[src/rtl/scan_decoder.sv]
// One-hot channel select decoder with an autonomous display-scan engine.
// Direct mode registers a decode of sel; scan mode walks every channel with dwell, blanking and a mask.
module scan_decoder #(
   parameter int SEL_W      = 3,
   parameter int CHANNELS   = 8,
   parameter int PRESCALE   = 100000,
   parameter int BLANK      = 0,
   parameter int ACTIVE_LOW = 1
) (
   input  logic                clk,
   input  logic                reset,
   input  logic                en,
   input  logic                mode,
   input  logic [SEL_W-1:0]    sel,
   input  logic [CHANNELS-1:0] mask,
   output logic [CHANNELS-1:0] yout,
   output logic [SEL_W-1:0]    idx,
   output logic                frame
);

   localparam int PW = (PRESCALE > 1) ? $clog2(PRESCALE) : 1;
   localparam logic [PW-1:0]       PCNT_LAST  = PW'(PRESCALE - 1);
   localparam logic [PW-1:0]       BLANK_LAST = (BLANK > 0) ? PW'(BLANK - 1) : '0;
   localparam logic [SEL_W-1:0]    IDX_LAST   = SEL_W'(CHANNELS - 1);
   localparam logic [CHANNELS-1:0] INACTIVE   = (ACTIVE_LOW != 0) ? '1 : '0;

   typedef enum logic [1:0] {
      ST_OFF,
      ST_DIRECT,
      ST_BLANK,
      ST_DRIVE
   } state_t;

   // With no blank interval a slot opens directly in the driving state.
   localparam state_t SLOT_FIRST = (BLANK == 0) ? ST_DRIVE : ST_BLANK;

   state_t              state_q, state_d;
   logic [PW-1:0]       pcnt_q, pcnt_d;
   logic [SEL_W-1:0]    idx_q, idx_d;
   logic                frame_q, frame_d;
   logic [CHANNELS-1:0] yout_q, yout_d;
   logic [SEL_W-1:0]    idx_next;

   // Out-of-range indices and masked channels both decode to all-inactive.
   function automatic logic [CHANNELS-1:0] decode(input logic [SEL_W-1:0] n,
                                                  input logic [CHANNELS-1:0] m);
      logic [CHANNELS-1:0] hot;
      hot = '0;
      for (int i = 0; i < CHANNELS; i++) begin
         hot[i] = (n == SEL_W'(i)) && m[i];
      end
      return (ACTIVE_LOW != 0) ? ~hot : hot;
   endfunction

   always_comb begin
      state_d  = state_q;
      pcnt_d   = pcnt_q;
      idx_d    = idx_q;
      frame_d  = 1'b0;
      yout_d   = INACTIVE;
      idx_next = (idx_q == IDX_LAST) ? '0 : idx_q + 1'b1;

      if (!en) begin
         state_d = ST_OFF;
         pcnt_d  = '0;
         idx_d   = '0;
      end else begin
         case (state_q)
            ST_OFF, ST_DIRECT: begin
               state_d = mode ? SLOT_FIRST : ST_DIRECT;
               pcnt_d  = '0;
               idx_d   = '0;
            end
            ST_BLANK: begin
               if (!mode) begin
                  state_d = ST_DIRECT;
                  pcnt_d  = '0;
                  idx_d   = '0;
               end else begin
                  pcnt_d = pcnt_q + 1'b1;
                  if (pcnt_q == BLANK_LAST) begin
                     state_d = ST_DRIVE;
                  end
               end
            end
            ST_DRIVE: begin
               if (!mode) begin
                  state_d = ST_DIRECT;
                  pcnt_d  = '0;
                  idx_d   = '0;
               end else if (pcnt_q == PCNT_LAST) begin
                  state_d = SLOT_FIRST;
                  pcnt_d  = '0;
                  idx_d   = idx_next;
                  frame_d = (idx_q == IDX_LAST);
               end else begin
                  pcnt_d = pcnt_q + 1'b1;
               end
            end
            default: begin
               state_d = ST_OFF;
               pcnt_d  = '0;
               idx_d   = '0;
            end
         endcase
      end

      // Output follows the state being entered so every output stays registered.
      case (state_d)
         ST_DIRECT: yout_d = decode(sel, mask);
         ST_DRIVE:  yout_d = decode(idx_d, mask);
         default:   yout_d = INACTIVE;
      endcase
   end

   always_ff @(posedge clk or posedge reset) begin
      if (reset) begin
         state_q <= ST_OFF;
         pcnt_q  <= '0;
         idx_q   <= '0;
         frame_q <= 1'b0;
         yout_q  <= INACTIVE;
      end else begin
         state_q <= state_d;
         pcnt_q  <= pcnt_d;
         idx_q   <= idx_d;
         frame_q <= frame_d;
         yout_q  <= yout_d;
      end
   end

   assign yout  = yout_q;
   assign idx   = idx_q;
   assign frame = frame_q;

endmodule

[config.mk]
export PLATFORM = sky130hd
export DESIGN_NAME = scan_decoder
export DESIGN_NICKNAME = d
export VERILOG_FILES = /design/src/rtl/scan_decoder.sv
export SDC_FILE = /design/constraint.sdc
export NUM_CORES = 1
export LEC_CHECK = 0
export BUFFER_PORTS_ARGS = -buffer_cell sky130_fd_sc_hd__buf_4
export CORE_ASPECT_RATIO = 0.5
export CORE_MARGIN = 2
export CORE_UTILIZATION = 56
export CTS_CLUSTER_DIAMETER = 40
export DETAILED_ROUTE_END_ITERATION = 7
export HOLD_SLACK_MARGIN = 0.12
export PLACE_DENSITY = 0.83
export SYNTH_ARGS = -nofsm -noshare
export SYNTH_HDL_FRONTEND = slang
export SYNTH_SLANG_ARGS = --single-unit
[constraint.sdc]
create_clock -name clk -period 2.35 [get_ports clk]
set_clock_uncertainty 0.05 [all_clocks]
set_input_delay 0.235 -clock clk [delete_from_list [all_inputs] [get_ports clk]]
set_output_delay 0.235 -clock clk [all_outputs]
set_load 0.005 [all_outputs]
### Word-level counts from Yosys, hierarchy flattened

Index checks and enable logic that the tools add are counted.
Widths: inputs -> output; s select.

| storage, ports and cells | value |
|---|---|
| word-level logic and storage cells | 74 |
| register bits after elaboration | 31 |
| bits of input ports | 15 |

| cells by class | value |
|---|---|
| mux-type cells | 23 |
| eq/ne operators | 21 |
| reduce and logical (&&, ||, !) cells | 21 |
| add/subtract/negate cells | 2 |
| bitwise operators | 2 |

Operator list:

| kind | number |
|---|---|
| $mux 17 | 4 |
| $pmux 17 s3 | 1 |
| $eq 3x3->1 const B | 9 |
| $add 17x1->17 const B | 1 |
| $eq 17x17->1 const B | 1 |
| $logic_not 17->1 | 1 |
| $logic_and 1x1->1 | 16 |
| $not 8->8 | 2 |
| $pmux 8 s2 | 1 |
| $mux 3 | 5 |
| $eq 3x2->1 const B | 4 |
| $mux 2 | 6 |
| $pmux 3 s3 | 1 |
| $eq 2x2->1 const B | 3 |
| $eq 3x1->1 const B | 2 |
| $logic_not 3->1 | 2 |
| $pmux 2 s3 | 1 |
| $eq 2x1->1 const B | 2 |
| $mux 1 | 4 |
| $add 3x1->3 const B | 1 |
| $logic_not 2->1 | 1 |
| $reduce_or 2->1 | 1 |

### Longest topological paths before layout

| depth | value |
|---|---|
| word-level depth | 10 |
| gate-level depth with buffers | 8 |

### Worst setup path after synthesis

No wires, ideal clock.

| timing | value |
|---|---|
| path type | flip-flop to flip-flop |
| start point | reg pcnt_q[0] |
| end point | reg yout_q[5] (netlist: yout[5]) |
| path slack | 235 ps |
| data arrival time | 1979 ps |
| clock period less this slack | 2115 ps |
| setup time | 86 ps |
| path buffers | 0 |
| cell stages (with the launch flop) | 7 |
| required time | 2214 ps |
| path through | dfrtp_1 -> ha_1 -> and4_1 -> nand2_4 -> or4_4 -> and2_4 -> o41a_1 |

| between the ends | value |
|---|---|
| longest elaborated chain between the ends | 9 |

RTL lines:

| element | RTL line | text |
|---|---|---|
| from (decl) | 38 | `logic [PW-1:0] pcnt_q, pcnt_d;` |
| from (signal assigned) | 125 | `pcnt_q <= pcnt_d;` |
| $eq 17x17->1 | 91 | `end else if (pcnt_q == PCNT_LAST) begin` |
| $mux 3 | 91 |  |
| $mux 3 | 87 | `if (!mode) begin` |
| $pmux 3 s3 | 68 | `case (state_q)` |
| $mux 3 | 63 | `if (!en) begin` |
| $eq 3x3->1 | 50 | `hot[i] = (n == SEL_W'(i)) && m[i];` |
| $logic_and 1x1->1 | 50 |  |
| $not 8->8 | 52 | `return (ACTIVE_LOW != 0) ? ~hot : hot;` |
| $pmux 8 s2 * | 109 | `case (state_d)` |
| via yout_d[5] | 41 | `logic [CHANNELS-1:0] yout_q, yout_d;` |
| to (signal assigned) | 128 | `yout_q <= yout_d;` |
| to (decl) | 41 |  |

The timed path passes the listed nets; every way through them passes the cells marked *.

### Worst setup path in the final report

Same ends and word-level chain as after synthesis.

==> impl_metrics.csv <==
group,metric,value,unit
clock_tree,cts_tree,"built",
clock_tree,clock-root-buffer,"clkbuf_8",
synth,synth_cell_types,45,
hold_path,hold_path.class,"in2reg",
floorplan,chipHeight,43.0,um
clock_tree,clkLatencyLatePin,0.29,ns
hold_path,hold_depth,3,
route,drtIter0Drc,67,
place,numPortBuffers,26,
synth,synth_nets,195,
sta,worst_pin_slew,0.534,ns
grt,top_usage_layer,"met2",
critical_path,reg2regPathDepth,6,
sta,period_needed,2.25,ns
clock_tree,htreeDepth,2,
grt,grt_pass1_wl,6130,um
critical_path,critPathMaxStageDelay,0.51,ns
route,first_pass_iters,4,
critical_path,cp_max_fo,5,
floorplan,dieArea,0.00353,mm2
pwr,irDropWorstVdd,344,uV
synth,synthCells,176,
critical_path,path_cells,"ha_1, and4_2, nand2_4, or4_4, and2_4, o41a_1",
final_layout,final_cell_mix,"32 x buf_4, 28 x nor2_1, 23 x dfrtp_1, 12 x nand2_1, 12 x nand3_1",
grt,grt.met3_usage,0.0617,
route,via_per_inst,5.72,
clock_tree,cts_sinks,31,
outcome,status,"finished clean",
job,cap_viol_max_count,0,
sta,setup_tns,0,ns
synth,synth_warnings,0,
floorplan,coreArea,0.00296,mm2
grt,grt_usage,0.239,
place,globalplace.congestion,0.809,
grt,grt_util_met2,0.395,
sta,fin_crit_sh,0.958,
final_layout,n_antenna_cell,0,
route,routedWlPerCell,14.7,um
floorplan,start_util,0.576,
critical_path,cp_data_required_time,2.51,ns
clock_tree,cts_buffers,5,
grt,grt_max_degree,19,
final_layout,layout_commonest_cell,"buf_4",
critical_path,cp_slowest_cell,"or4_4",
clock_tree,cts.clk_slew.worst_paths,0.07,ns
grt,antenna_found_initial,0,
pwr,powerDensity,506,mW/mm2
sta,drv_slew,0,
critical_path,crit_type,"reg2reg",
route,vias,1477,
grt,grt_pass1_vias,1403,
route,ant_nets,0,
grt,gr-usage-met1,0.289,
final_layout,final_core_util,0.723,
floorplan,ios,27,
final_layout,drive_gt1_frac,0.271,
sta,relSlewSlack,0.641,
critical_path,cp-end-kind,"flip-flop",
sta,setup_viol,0,
critical_path,cp-start-kind,"flip-flop",
final_layout,fillers,212,
synth,synth-seq-cells,31,
sta,max_clock_freq,0.444,GHz
synth,synth-seq-area-share,0.461,
final_layout,syn_to_final_growth,25.5,%
critical_path,cp.arrival,2.41,ns
sta,hold_viol,0,
place,hpwl,2600,um
route,wirelength,3800,um
synth,syn_area,0.00171,mm2
final_layout,fin_nets,236,
floorplan,dieWidth,82.0,um
clock_tree,clockBufferDepth,2,
grt,grt-ovfl-total,0,
synth,synth_area_per_cell,9.69,um2
route,drcViolationCount,0,
pwr,leakagePower,0.957,nW
floorplan,rows,14,
sta,rsz0062_at_grt,"false",
-- cell type report --
class,count,area (um2),share of cell area
Multi-Input combinational cell,133,875,0.409
Sequential cell,31,786,0.367
Timing Repair Buffer,38,300,0.140
Clock buffer,8,100,0.0468
Tap cell,40,50.0,0.0234
Inverter,8,30.0,0.0140
-- state kept, by name (all words and copies together), names as in the netlist --
name,flops
frame,1
state_q,2
idx,3
yout,8
pcnt_q,17
-- cell families (layout without fill, tap and decap cells) --
group | count (synthesis) | after routing | synth area share
flip-flops | 31 | 31 | 0.461
buffers and inverters | 12 | 54 | 0.0301
adder cells (fa/ha/maj) | 4 | 4 | 0.0293
XOR/XNOR | 15 | 15 | 0.0770
AO/OA/AOI/OAI | 15 | 15 | 0.0660
AND/OR/NAND/NOR | 93 | 93 | 0.301
multiplexers | 6 | 6 | 0.0360
-- per-layer routing --
layer | up-vias | share of wire
li1 | 702 | -
met4 | 0 | 0.029
met3 | 15 | 0.066
met1 | 696 | 0.42
met2 | 64 | 0.48
met5 | - | 0
-- report_power, final --
group | switching (W) | internal, W
logic | 0.0000367 | 0.0000341
clock network | 0.000202 | 0.000267
registers | 0.00000301 | 0.000540
total | 0.000242 | 0.000841
-- critical path: cells and delay by family, from the launching register on --
| kind | cells | cell delay, ns |
|---|---|---|
| compound gates | 1 | 0.40 |
| fa+ha+maj | 1 | 0.23 |
| simple gates | 4 | 1.09 |
| flops | 1 | 0.41 |
-- cells in the mapped netlist, drive strengths merged --
cell    number  area, um2
nor4         2       27.5
o21a         1       7.51
o31ai        1       7.51
nand3       12       60.1
nand2b       1       6.26
mux2i        5       50.1
mux2         1       11.3
nand3b       2       15.0
buf          3       17.5
nand2       14       62.6
clkbuf       1       3.75
dfrtp       23        576
nor2        28        105
and4         4       35.0
nor3b        1       7.51
nor2b        3       18.8
dfstp        8        210
o21ai        3       15.0
a41oi        2       17.5
o31a         2       18.8
ha           4       50.1
a31oi        3       18.8
xor2        10       87.6
a211oi       1       7.51
xnor2        5       43.8
nand4b       1       8.76
or4          1       11.3
nand4        5       31.3
inv          8       30.0
and3         7       45.1
o311ai       1       8.76
and3b        1       8.76
or3          1       6.26
nor3         6       35.0
o41a         1       11.3
and2         4       28.8
-- final timing paths --
kind	slack, ns	to	startpoint
worst max-delay path	0.1	yout[5]	pcnt_q[0]
worst min-delay path	0.14	yout[1]	mask[1]
worst max register to register	0.1	yout[5]	pcnt_q[0]
worst min register to register	0.48	pcnt_q[0]	pcnt_q[0]
max in group asynchronous	1.13	pcnt_q[8]	reset
min in group asynchronous	0.50	frame	reset
-- metrics by stage --
step           cells  total power, W  setup slack (ns)  hold slack [ns]  instance area [um2]
6_report         258         0.00108            0.0989            0.139                 2140
3_5_place_dp     244        0.000614            0.0823            0.250                 1970
3_3_place_gp     244        0.000613             0.165            0.244                 1970
4_1_cts          258         0.00109            0.0560            0.130                 2130
2_1_floorplan    176        0.000580             0.235            0.245                 1710
5_1_grt          258         0.00112           0.00452            0.133                 2140
-- what timing repair did --
action	CTS	global route
setup buffers	0	0
resized for setup	0	2
endpoints found under the hold margin	10	0
endpoints found under the setup margin	0	4
hold buffers	6	0
Power figures use the tool's default switching activity.
